<file path="src/rtl/alu_seq_muldiv.sv">
// Multi-cycle EX-stage ALU: single-cycle RV32I ops plus iterative RV32M multiply
// (shift-add) and divide/remainder (restoring), one bit per cycle, start/busy/done handshake.
module alu_seq_muldiv #(
  parameter int XLEN = 32,
  parameter int OP_W = 5
) (
  input  logic            clk,
  input  logic            reset,
  input  logic            start,
  input  logic [OP_W-1:0] ALUControl,
  input  logic [XLEN-1:0] Read_data1,
  input  logic [XLEN-1:0] ALU_in2,
  output logic            busy,
  output logic            done,
  output logic [XLEN-1:0] ALUResult,
  output logic            Zero,
  output logic [1:0]      state_dbg
);

  // Handshake: start is sampled only on edges where busy=0 (including the done cycle);
  // done is a one-cycle pulse and ALUResult/Zero then hold until the next result is written.

  localparam int CW = $clog2(XLEN);

  localparam logic [OP_W-1:0] OP_AND   = OP_W'(5'b00000);
  localparam logic [OP_W-1:0] OP_OR    = OP_W'(5'b00001);
  localparam logic [OP_W-1:0] OP_ADD   = OP_W'(5'b00010);
  localparam logic [OP_W-1:0] OP_XOR   = OP_W'(5'b00011);
  localparam logic [OP_W-1:0] OP_SLL   = OP_W'(5'b00100);
  localparam logic [OP_W-1:0] OP_SRL   = OP_W'(5'b00101);
  localparam logic [OP_W-1:0] OP_SUB   = OP_W'(5'b00110);
  localparam logic [OP_W-1:0] OP_SLT   = OP_W'(5'b00111);
  localparam logic [OP_W-1:0] OP_SRA   = OP_W'(5'b01000);
  localparam logic [OP_W-1:0] OP_SLTU  = OP_W'(5'b01001);
  localparam logic [OP_W-1:0] OP_MUL   = OP_W'(5'b10000);
  localparam logic [OP_W-1:0] OP_MULH  = OP_W'(5'b10001);
  localparam logic [OP_W-1:0] OP_MULHU = OP_W'(5'b10010);
  localparam logic [OP_W-1:0] OP_DIV   = OP_W'(5'b10100);
  localparam logic [OP_W-1:0] OP_DIVU  = OP_W'(5'b10101);
  localparam logic [OP_W-1:0] OP_REM   = OP_W'(5'b10110);
  localparam logic [OP_W-1:0] OP_REMU  = OP_W'(5'b10111);

  localparam logic [1:0] S_IDLE = 2'd0;
  localparam logic [1:0] S_MUL  = 2'd1;
  localparam logic [1:0] S_DIV  = 2'd2;
  localparam logic [1:0] S_FIX  = 2'd3;

  localparam logic [CW-1:0]   LAST_CNT = CW'(XLEN - 1);
  localparam logic [XLEN-1:0] MIN_NEG  = {1'b1, {(XLEN-1){1'b0}}};

  logic [1:0]      state;
  logic [CW-1:0]   cnt;
  logic [OP_W-1:0] op_q;
  logic [XLEN-1:0] hi_q;
  logic [XLEN-1:0] lo_q;
  logic [XLEN-1:0] opnd_q;
  logic            neg_res_q;
  logic            neg_rem_q;

  logic            is_mul;
  logic            is_div;
  logic            a_signed;
  logic            a_neg;
  logic            b_neg;
  logic [XLEN-1:0] a_mag;
  logic [XLEN-1:0] b_mag;
  logic            div_zero;
  logic            div_ovf;
  logic [CW-1:0]   shamt;
  logic [XLEN-1:0] alu_res;
  logic [XLEN-1:0] div_special_res;
  logic [XLEN-1:0] single_res;

  assign busy      = (state != S_IDLE);
  assign state_dbg = state;

  assign is_mul   = ALUControl inside {OP_MUL, OP_MULH, OP_MULHU};
  assign is_div   = ALUControl inside {OP_DIV, OP_DIVU, OP_REM, OP_REMU};
  assign a_signed = ALUControl inside {OP_MULH, OP_DIV, OP_REM};
  assign a_neg    = a_signed & Read_data1[XLEN-1];
  assign b_neg    = a_signed & ALU_in2[XLEN-1];
  assign a_mag    = a_neg ? -Read_data1 : Read_data1;
  assign b_mag    = b_neg ? -ALU_in2 : ALU_in2;
  assign div_zero = (ALU_in2 == '0);
  assign div_ovf  = (ALUControl inside {OP_DIV, OP_REM}) && (Read_data1 == MIN_NEG)
                    && (ALU_in2 == '1);
  assign shamt    = ALU_in2[CW-1:0];

  always_comb begin
    alu_res = Read_data1 & ALU_in2;
    case (ALUControl)
      OP_AND:  alu_res = Read_data1 & ALU_in2;
      OP_OR:   alu_res = Read_data1 | ALU_in2;
      OP_ADD:  alu_res = Read_data1 + ALU_in2;
      OP_SUB:  alu_res = Read_data1 - ALU_in2;
      OP_XOR:  alu_res = Read_data1 ^ ALU_in2;
      OP_SLL:  alu_res = Read_data1 << shamt;
      OP_SRL:  alu_res = Read_data1 >> shamt;
      OP_SRA:  alu_res = $signed(Read_data1) >>> shamt;
      OP_SLT:  alu_res = {{(XLEN-1){1'b0}}, ($signed(Read_data1) < $signed(ALU_in2))};
      OP_SLTU: alu_res = {{(XLEN-1){1'b0}}, (Read_data1 < ALU_in2)};
      default: alu_res = Read_data1 & ALU_in2;
    endcase
  end

  // Divide-by-zero and signed overflow finish in IDLE without entering the divider.
  always_comb begin
    div_special_res = '0;
    if (div_zero) begin
      div_special_res = (ALUControl inside {OP_DIV, OP_DIVU}) ? '1 : Read_data1;
    end else if (div_ovf) begin
      div_special_res = (ALUControl == OP_DIV) ? Read_data1 : '0;
    end
  end

  assign single_res = is_div ? div_special_res : alu_res;

  // Multiply step: {hi,lo} holds partial product and remaining multiplier bits.
  logic [XLEN:0]     mul_sum;
  logic [2*XLEN-1:0] mul_next;

  assign mul_sum  = {1'b0, hi_q} + (lo_q[0] ? {1'b0, opnd_q} : '0);
  assign mul_next = {mul_sum, lo_q[XLEN-1:1]};

  // Divide step: hi is the partial remainder, lo shifts dividend out and quotient in.
  logic [XLEN:0]   div_shift;
  logic            div_ok;
  logic [XLEN-1:0] div_rem_next;
  logic [XLEN-1:0] div_quo_next;

  assign div_shift    = {hi_q, lo_q[XLEN-1]};
  assign div_ok       = (div_shift >= {1'b0, opnd_q});
  assign div_rem_next = div_ok ? (div_shift[XLEN-1:0] - opnd_q) : div_shift[XLEN-1:0];
  assign div_quo_next = {lo_q[XLEN-2:0], div_ok};

  logic [2*XLEN-1:0] prod_signed;
  logic [XLEN-1:0]   fix_res;

  assign prod_signed = neg_res_q ? -{hi_q, lo_q} : {hi_q, lo_q};

  always_comb begin
    fix_res = lo_q;
    case (op_q)
      OP_MUL:   fix_res = lo_q;
      OP_MULH:  fix_res = prod_signed[2*XLEN-1:XLEN];
      OP_MULHU: fix_res = hi_q;
      OP_DIV:   fix_res = neg_res_q ? -lo_q : lo_q;
      OP_DIVU:  fix_res = lo_q;
      OP_REM:   fix_res = neg_rem_q ? -hi_q : hi_q;
      OP_REMU:  fix_res = hi_q;
      default:  fix_res = lo_q;
    endcase
  end

  always_ff @(posedge clk) begin
    if (reset) begin
      state     <= S_IDLE;
      cnt       <= '0;
      op_q      <= '0;
      hi_q      <= '0;
      lo_q      <= '0;
      opnd_q    <= '0;
      neg_res_q <= 1'b0;
      neg_rem_q <= 1'b0;
      done      <= 1'b0;
      ALUResult <= '0;
      Zero      <= 1'b0;
    end else begin
      done <= 1'b0;
      case (state)
        S_IDLE: begin
          if (start) begin
            op_q      <= ALUControl;
            cnt       <= '0;
            neg_res_q <= a_neg ^ b_neg;
            neg_rem_q <= a_neg;
            if (is_mul) begin
              hi_q   <= '0;
              lo_q   <= b_mag;
              opnd_q <= a_mag;
              state  <= S_MUL;
            end else if (is_div && !div_zero && !div_ovf) begin
              hi_q   <= '0;
              lo_q   <= a_mag;
              opnd_q <= b_mag;
              state  <= S_DIV;
            end else begin
              ALUResult <= single_res;
              Zero      <= (single_res == '0);
              done      <= 1'b1;
            end
          end
        end
        S_MUL: begin
          {hi_q, lo_q} <= mul_next;
          cnt          <= cnt + CW'(1);
          if (cnt == LAST_CNT) state <= S_FIX;
        end
        S_DIV: begin
          hi_q <= div_rem_next;
          lo_q <= div_quo_next;
          cnt  <= cnt + CW'(1);
          if (cnt == LAST_CNT) state <= S_FIX;
        end
        S_FIX: begin
          ALUResult <= fix_res;
          Zero      <= (fix_res == '0);
          done      <= 1'b1;
          state     <= S_IDLE;
        end
        default: state <= S_IDLE;
      endcase
    end
  end

endmodule

</file>
<file path="config.mk">
export PLATFORM = sky130hd
export DESIGN_NAME = alu_seq_muldiv
export DESIGN_NICKNAME = d
export VERILOG_FILES = /design/src/rtl/alu_seq_muldiv.sv
export SDC_FILE = /design/constraint.sdc
export NUM_CORES = 1
export LEC_CHECK = 0
export CAP_MARGIN = 10
export CORE_UTILIZATION = 60
export CTS_CLUSTER_SIZE = 20
export DETAILED_ROUTE_END_ITERATION = 10
export GPL_TIMING_DRIVEN = 0
export PLACE_DENSITY = 0.75
export SYNTH_ARGS = -nofsm -noshare
export SYNTH_HDL_FRONTEND = slang
export SYNTH_SLANG_ARGS = --single-unit
export TNS_END_PERCENT = 100
</file>
<file path="constraint.sdc">
create_clock -name clk -period 15.5 [get_ports clk]
set_clock_uncertainty 0.1 [all_clocks]
set_input_delay 3.1 -clock clk [delete_from_list [all_inputs] [get_ports clk]]
set_output_delay 3.1 -clock clk [all_outputs]
set_load 0.02 [all_outputs]
</file>
==> results of run 1 <==
cell usage after synthesis (16+ instances only):
cell type | n | area [um2]
a221oi_1 | 30 | 262.8
xnor2_1 | 125 | 1095
a31oi_1 | 41 | 256.5
or4_1 | 24 | 180.2
nor4_1 | 46 | 287.8
nand2b_1 | 30 | 187.7
a2111oi_0 | 25 | 219.0
and2_1 | 17 | 106.4
o21ai_0 | 221 | 1106
a211oi_1 | 88 | 660.6
mux2i_1 | 86 | 860.8
ha_1 | 185 | 2315
mux4_2 | 46 | 1036
a22oi_1 | 26 | 195.2
o21a_1 | 22 | 165.2
a221o_1 | 17 | 170.2
a21o_1 | 69 | 518.0
dfxtp_1 | 144 | 2883
mux2_2 | 18 | 202.7
clkbuf_1 | 254 | 953.4
nand3_1 | 69 | 345.3
o221ai_1 | 37 | 324.1
a22o_1 | 22 | 192.7
o211ai_1 | 57 | 427.9
nor2_1 | 431 | 1618
or2_2 | 17 | 106.4
a21oi_1 | 329 | 1647
nor3_1 | 137 | 685.7
o22ai_1 | 16 | 100.1
or3_1 | 37 | 231.5
buf_1 | 25 | 93.84
o21bai_1 | 31 | 232.7
nand2_1 | 296 | 1111
nand4_1 | 57 | 356.6
buf_2 | 25 | 125.1
o31ai_1 | 54 | 405.4
inv_1 | 166 | 623.1
nor2b_1 | 30 | 187.7
xor2_1 | 33 | 289.0
and3_1 | 23 | 143.9
kinds of logic after synthesis:
kind of cell	count (synthesis)	share of synthesized area [%]
adders and majority gates	189	9.508
DFF	144	11.45
muxes	153	8.470
and+or+nand+nor	1280	24.56
AOI/OAI and AO/OA	1247	33.07
xor gates and xnor gates	158	5.494
buffers and inverters	481	7.457
stage by stage:
stage               cell area (um2)  instances
detailed placement            26920       4291
CTS                           27500       4323
global placement              26910       4290
floorplan                     25190       3652
layer usage:
metal  GRT usage, %  GRT overflow
met5          20.85             0
met4          69.50            83
met3          57.22             4
met2          89.33            80
met1          75.25             3
==> results.sh, run 1 <==
export IMPL_outcome="stopped before the end"
export IMPL_haltStage="global routing"
export IMPL_error_message="[ERROR GRT-0116] Global routing finished with congestion. Check the congestion regions in the DRC Viewer."
export IMPL_hold_buffers=0
export IMPL_root_buffer="clkbuf_16"
export IMPL_syn_area_per_cell_um2=6.897
export IMPL_pin_count=109
export IMPL_synth_edff_count=0
export IMPL_htree_levels=4
export IMPL_ys_async_sr_fraction_pct=0
export IMPL_synth_cells=3652
export IMPL_grt_pass1_wl_um=234000
export IMPL_dp_hpwl_um=109700
export IMPL_clock_sinks=144
export IMPL_overflow=170
export IMPL_cts_resized=0
export IMPL_postCtsSetupBuffers=0
export IMPL_synth_cell_types=96
export IMPL_synthFlopType="dfxtp_1"
export IMPL_synth_seq_area_share_pct=11.45
export IMPL_die_y_um=206.9
export IMPL_fp_row_count=74
export IMPL_synth_area_mm2=0.02519
export IMPL_clockBufferDepth=2
export IMPL_dieWidth_um=206.9
export IMPL_cts_buffers=17
export IMPL_track_usage_pct=73.04
export IMPL_post_place_ws_ns=4.875
export IMPL_portBuffers=106
export IMPL_grt_pass1_vias=34853
export IMPL_syn_nets=3913
export IMPL_yosys_register_bits=144
export IMPL_grt_max_degree=17
export IMPL_globalplace_congestion=1.332
export IMPL_start_util_pct=61.27
export IMPL_yosysWarnings=0
==> inputs of run 2 (changes only) <==
--- a/config.mk
+++ b/config.mk
@@ -6,11 +6,10 @@
 export NUM_CORES = 1
 export LEC_CHECK = 0
 export CAP_MARGIN = 10
-export CORE_UTILIZATION = 60
-export CTS_CLUSTER_SIZE = 20
+export CORE_UTILIZATION = 40
 export DETAILED_ROUTE_END_ITERATION = 10
 export GPL_TIMING_DRIVEN = 0
-export PLACE_DENSITY = 0.75
+export PLACE_DENSITY_LB_ADDON = 0.15
 export SYNTH_ARGS = -nofsm -noshare
 export SYNTH_HDL_FRONTEND = slang
 export SYNTH_SLANG_ARGS = --single-unit
==> run 2 against run 1 <==
Compared with the run above:
- the flow now finishes, with violations (capacitance limit)
- synthesized area stayed put
- synthesized cell count stayed put
==> results.sh, run 2 <==
export IMPL_worst_slew_pin_slew_ns=1.488
export IMPL_arrival_ns=12.11
export IMPL_synth_seq_area_share_pct=11.45
export IMPL_crit_fanout=12
export IMPL_timing_critical_path_mode_cell="clkbuf_1"
export IMPL_max_slew_margin_rel_pct=0.2346
export IMPL_fin_crit_ns=11.80
export IMPL_viasPerCell=7.099
export IMPL_clockBufferDepth=2
export IMPL_synth_area_mm2=0.02519
export IMPL_insertion_delay_ns=0.46
export IMPL_slew_violations=0
export IMPL_antenna_found_initial=10
export IMPL_final_cell_mix="nor2_1 (431), a21oi_1 (329), nand2_1 (296)"
export IMPL_use_met1_pct=57.64
export IMPL_hold_viol_final=0
export IMPL_yosys_register_bits=144
export IMPL_design_area_mm2=0.02800
export IMPL_path_cells="clkdlybuf4s50_1, buf_2, inv_1, clkbuf_1, clkbuf_1, clkbuf_1, buf_1, ha_1, clkbuf_1, nor4_1, or4_1, nand4_1, and3_1, o31ai_1, o211ai_1, or3_1, or4_1, or3_1, nor4_1, a31o_1"
export IMPL_setup_viol=0
export IMPL_finalCoreUtilization_pct=45.21
export IMPL_rsz0062_at_grt="false"
export IMPL_syn_nets=3913
export IMPL_drtAntennaViolNets=0
export IMPL_required_ns=15.80
export IMPL_hold_buffers=0
export IMPL_final_nets=4049
export IMPL_dr_total_vias=32946
export IMPL_busiest_layer="met2"
export IMPL_critPathLaunchType="input port"
export IMPL_clock_sinks=144
export IMPL_core_area_mm2=0.06194
export IMPL_final_common_cell="nor2_1"
export IMPL_nFillCells=6696
export IMPL_drive_above_1_share_pct=5.262
export IMPL_die_area_mm2=0.06397
export IMPL_cts_tree="yes"
export IMPL_critPathSlowestCell="nor4_1"
export IMPL_cap_violations=1
export IMPL_synth_area_leaders="dfxtp_1 (11%), ha_1 (9.2%), a21oi_1 (6.5%)"
export IMPL_synth_cell_types=96
export IMPL_fmax_mhz=84.71
export IMPL_grt_max_degree=17
export IMPL_ys_async_sr_fraction_pct=0
export IMPL_wl_per_cell_um=35.65
export IMPL_synth_area_leader_cell="dfxtp_1"
export IMPL_drc_errors=0
export IMPL_start_util_pct=40.66
export IMPL_hold_path_class="register to register"
export IMPL_overflow=0
export IMPL_yosysWarnings=0
export IMPL_violations="capacitance limit"
export IMPL_portBuffers=106
export IMPL_max_stage_delay_ns=0.93
export IMPL_syn_area_per_cell_um2=6.897
export IMPL_use_met2_pct=76.85
export IMPL_synth_edff_count=0
export IMPL_dr_first_iter_drc_count=5127
export IMPL_fp_row_count=91
export IMPL_root_buffer="clkbuf_16"
export IMPL_met3_usage_pct=14.27
export IMPL_synth_top_area_share_pct=11.45
export IMPL_synthFlopType="dfxtp_1"
export IMPL_place_area_mm2=0.02736
export IMPL_area_growth_synth_to_final_pct=11.18
export IMPL_cts_buffers=17
export IMPL_cts_resized=0
export IMPL_postCtsSetupBuffers=0
export IMPL_grt_pass1_vias=30324
export IMPL_ff2ff_setup_slack_ns=9.85
export IMPL_outcome="finished, violations left"
export IMPL_htree_levels=4
export IMPL_finalCritPeriodShare_pct=76.16
export IMPL_finalSetupTns_ns=0
export IMPL_grt_pass1_wl_um=229300
export IMPL_die_y_um=252.9
export IMPL_cp_top_family="buffers and inverters"
export IMPL_path_class="input port to register"
export IMPL_dieWidth_um=252.9
export IMPL_pin_count=109
export IMPL_crit_path_end_kind="register"
export IMPL_dp_hpwl_um=131500
export IMPL_path_clk_slew_ns=0.07
export IMPL_powerDensity_mw_per_mm2=99.13
export IMPL_yosysMostFrequentCell="nor2_1"
export IMPL_drt_pre_antenna_iters=7
export IMPL_ir_drop_mv=0.1042
export IMPL_track_usage_pct=50.38
export IMPL_wl_um=165400
export IMPL_synth_top_cells_by_count="nor2_1 (431), a21oi_1 (329), nand2_1 (296)"
export IMPL_synth_cells=3652
export IMPL_p_leak_nw=10.63
export IMPL_globalplace_congestion=1.117
export IMPL_worst_path_buf_inv=8
[run 2: cell families after synthesis]
kind of cell               Yosys count  synth area share [%]
xor gates and xnor gates           158                 5.494
DFF                                144                 11.45
adders and majority gates          189                 9.508
buffers and inverters              481                 7.457
AOI/OAI and AO/OA                 1247                 33.07
muxes                              153                 8.470
and+or+nand+nor                   1280                 24.56
[run 2: layer usage]
layer	vias up	part of all wire (%)
met1	15555	35
met4	8	11
met3	799	12
met5	-	0.032
li1	13916	-
met2	2668	42
[run 2: per-stage QoR]
step	instances	power, mW	hold WS, ns	worst slack (ns)
final	4641	2.776	0.3647	3.695
after CTS	4634	2.662	0.3659	4.394
after floorplan	3652	1.596	0.3570	7.491
after global placement	4595	2.260	0.3466	3.752
after detailed placement	4602	2.247	0.3558	3.935
after global routing	4639	2.845	0.3841	3.889
[run 2: worst paths after layout]
check / endpoint / startpoint / cells past startpoint
worst max register to register: Zero / lo_q[0] / 15
worst max-delay path: Zero / ALU_in2[2] / 20
worst min register to register: ALUResult[11] / ALUResult[11] / 2
worst min-delay path: ALUResult[11] / ALUResult[11] / 2
[run 2: layout make-up]
cell class	instances	area (um2)	share of cell area (%)
tap	837	1047	3.740
clock buffer	21	480.5	1.716
clock inverter	11	95.09	0.3396
antenna	3	7.507	0.02681
sequential	144	2883	10.29
buffer	312	1244	4.441
timing repair buffer	117	1161	4.147
inverter	169	634.4	2.265
multi-input combinational	3027	20450	73.03
[run 2: worst register-to-register path, stage by stage (launching register included)]
cell	delay [ns]
dfxtp_1	0.30
clkbuf_1	0.27
inv_1	0.38
buf_1	0.51
ha_1	0.43
nand2b_1	0.14
nor4_4	0.32
nand4_1	0.52
o21ai_0	0.56
a21oi_1	0.17
a211oi_1	0.82
and3_1	0.29
nand3_1	0.08
or4_1	0.43
o21ai_1	0.18
a31o_1	0.12
[run 2: where the power goes]
part	switching (mW)	leakage, nW	internal [mW]
Sequential	0.0570	1.17	0.417
Clock	0.193	0.281	0.226
Combinational	1.32	9.18	0.564
Power figures use the tool's default switching activity.
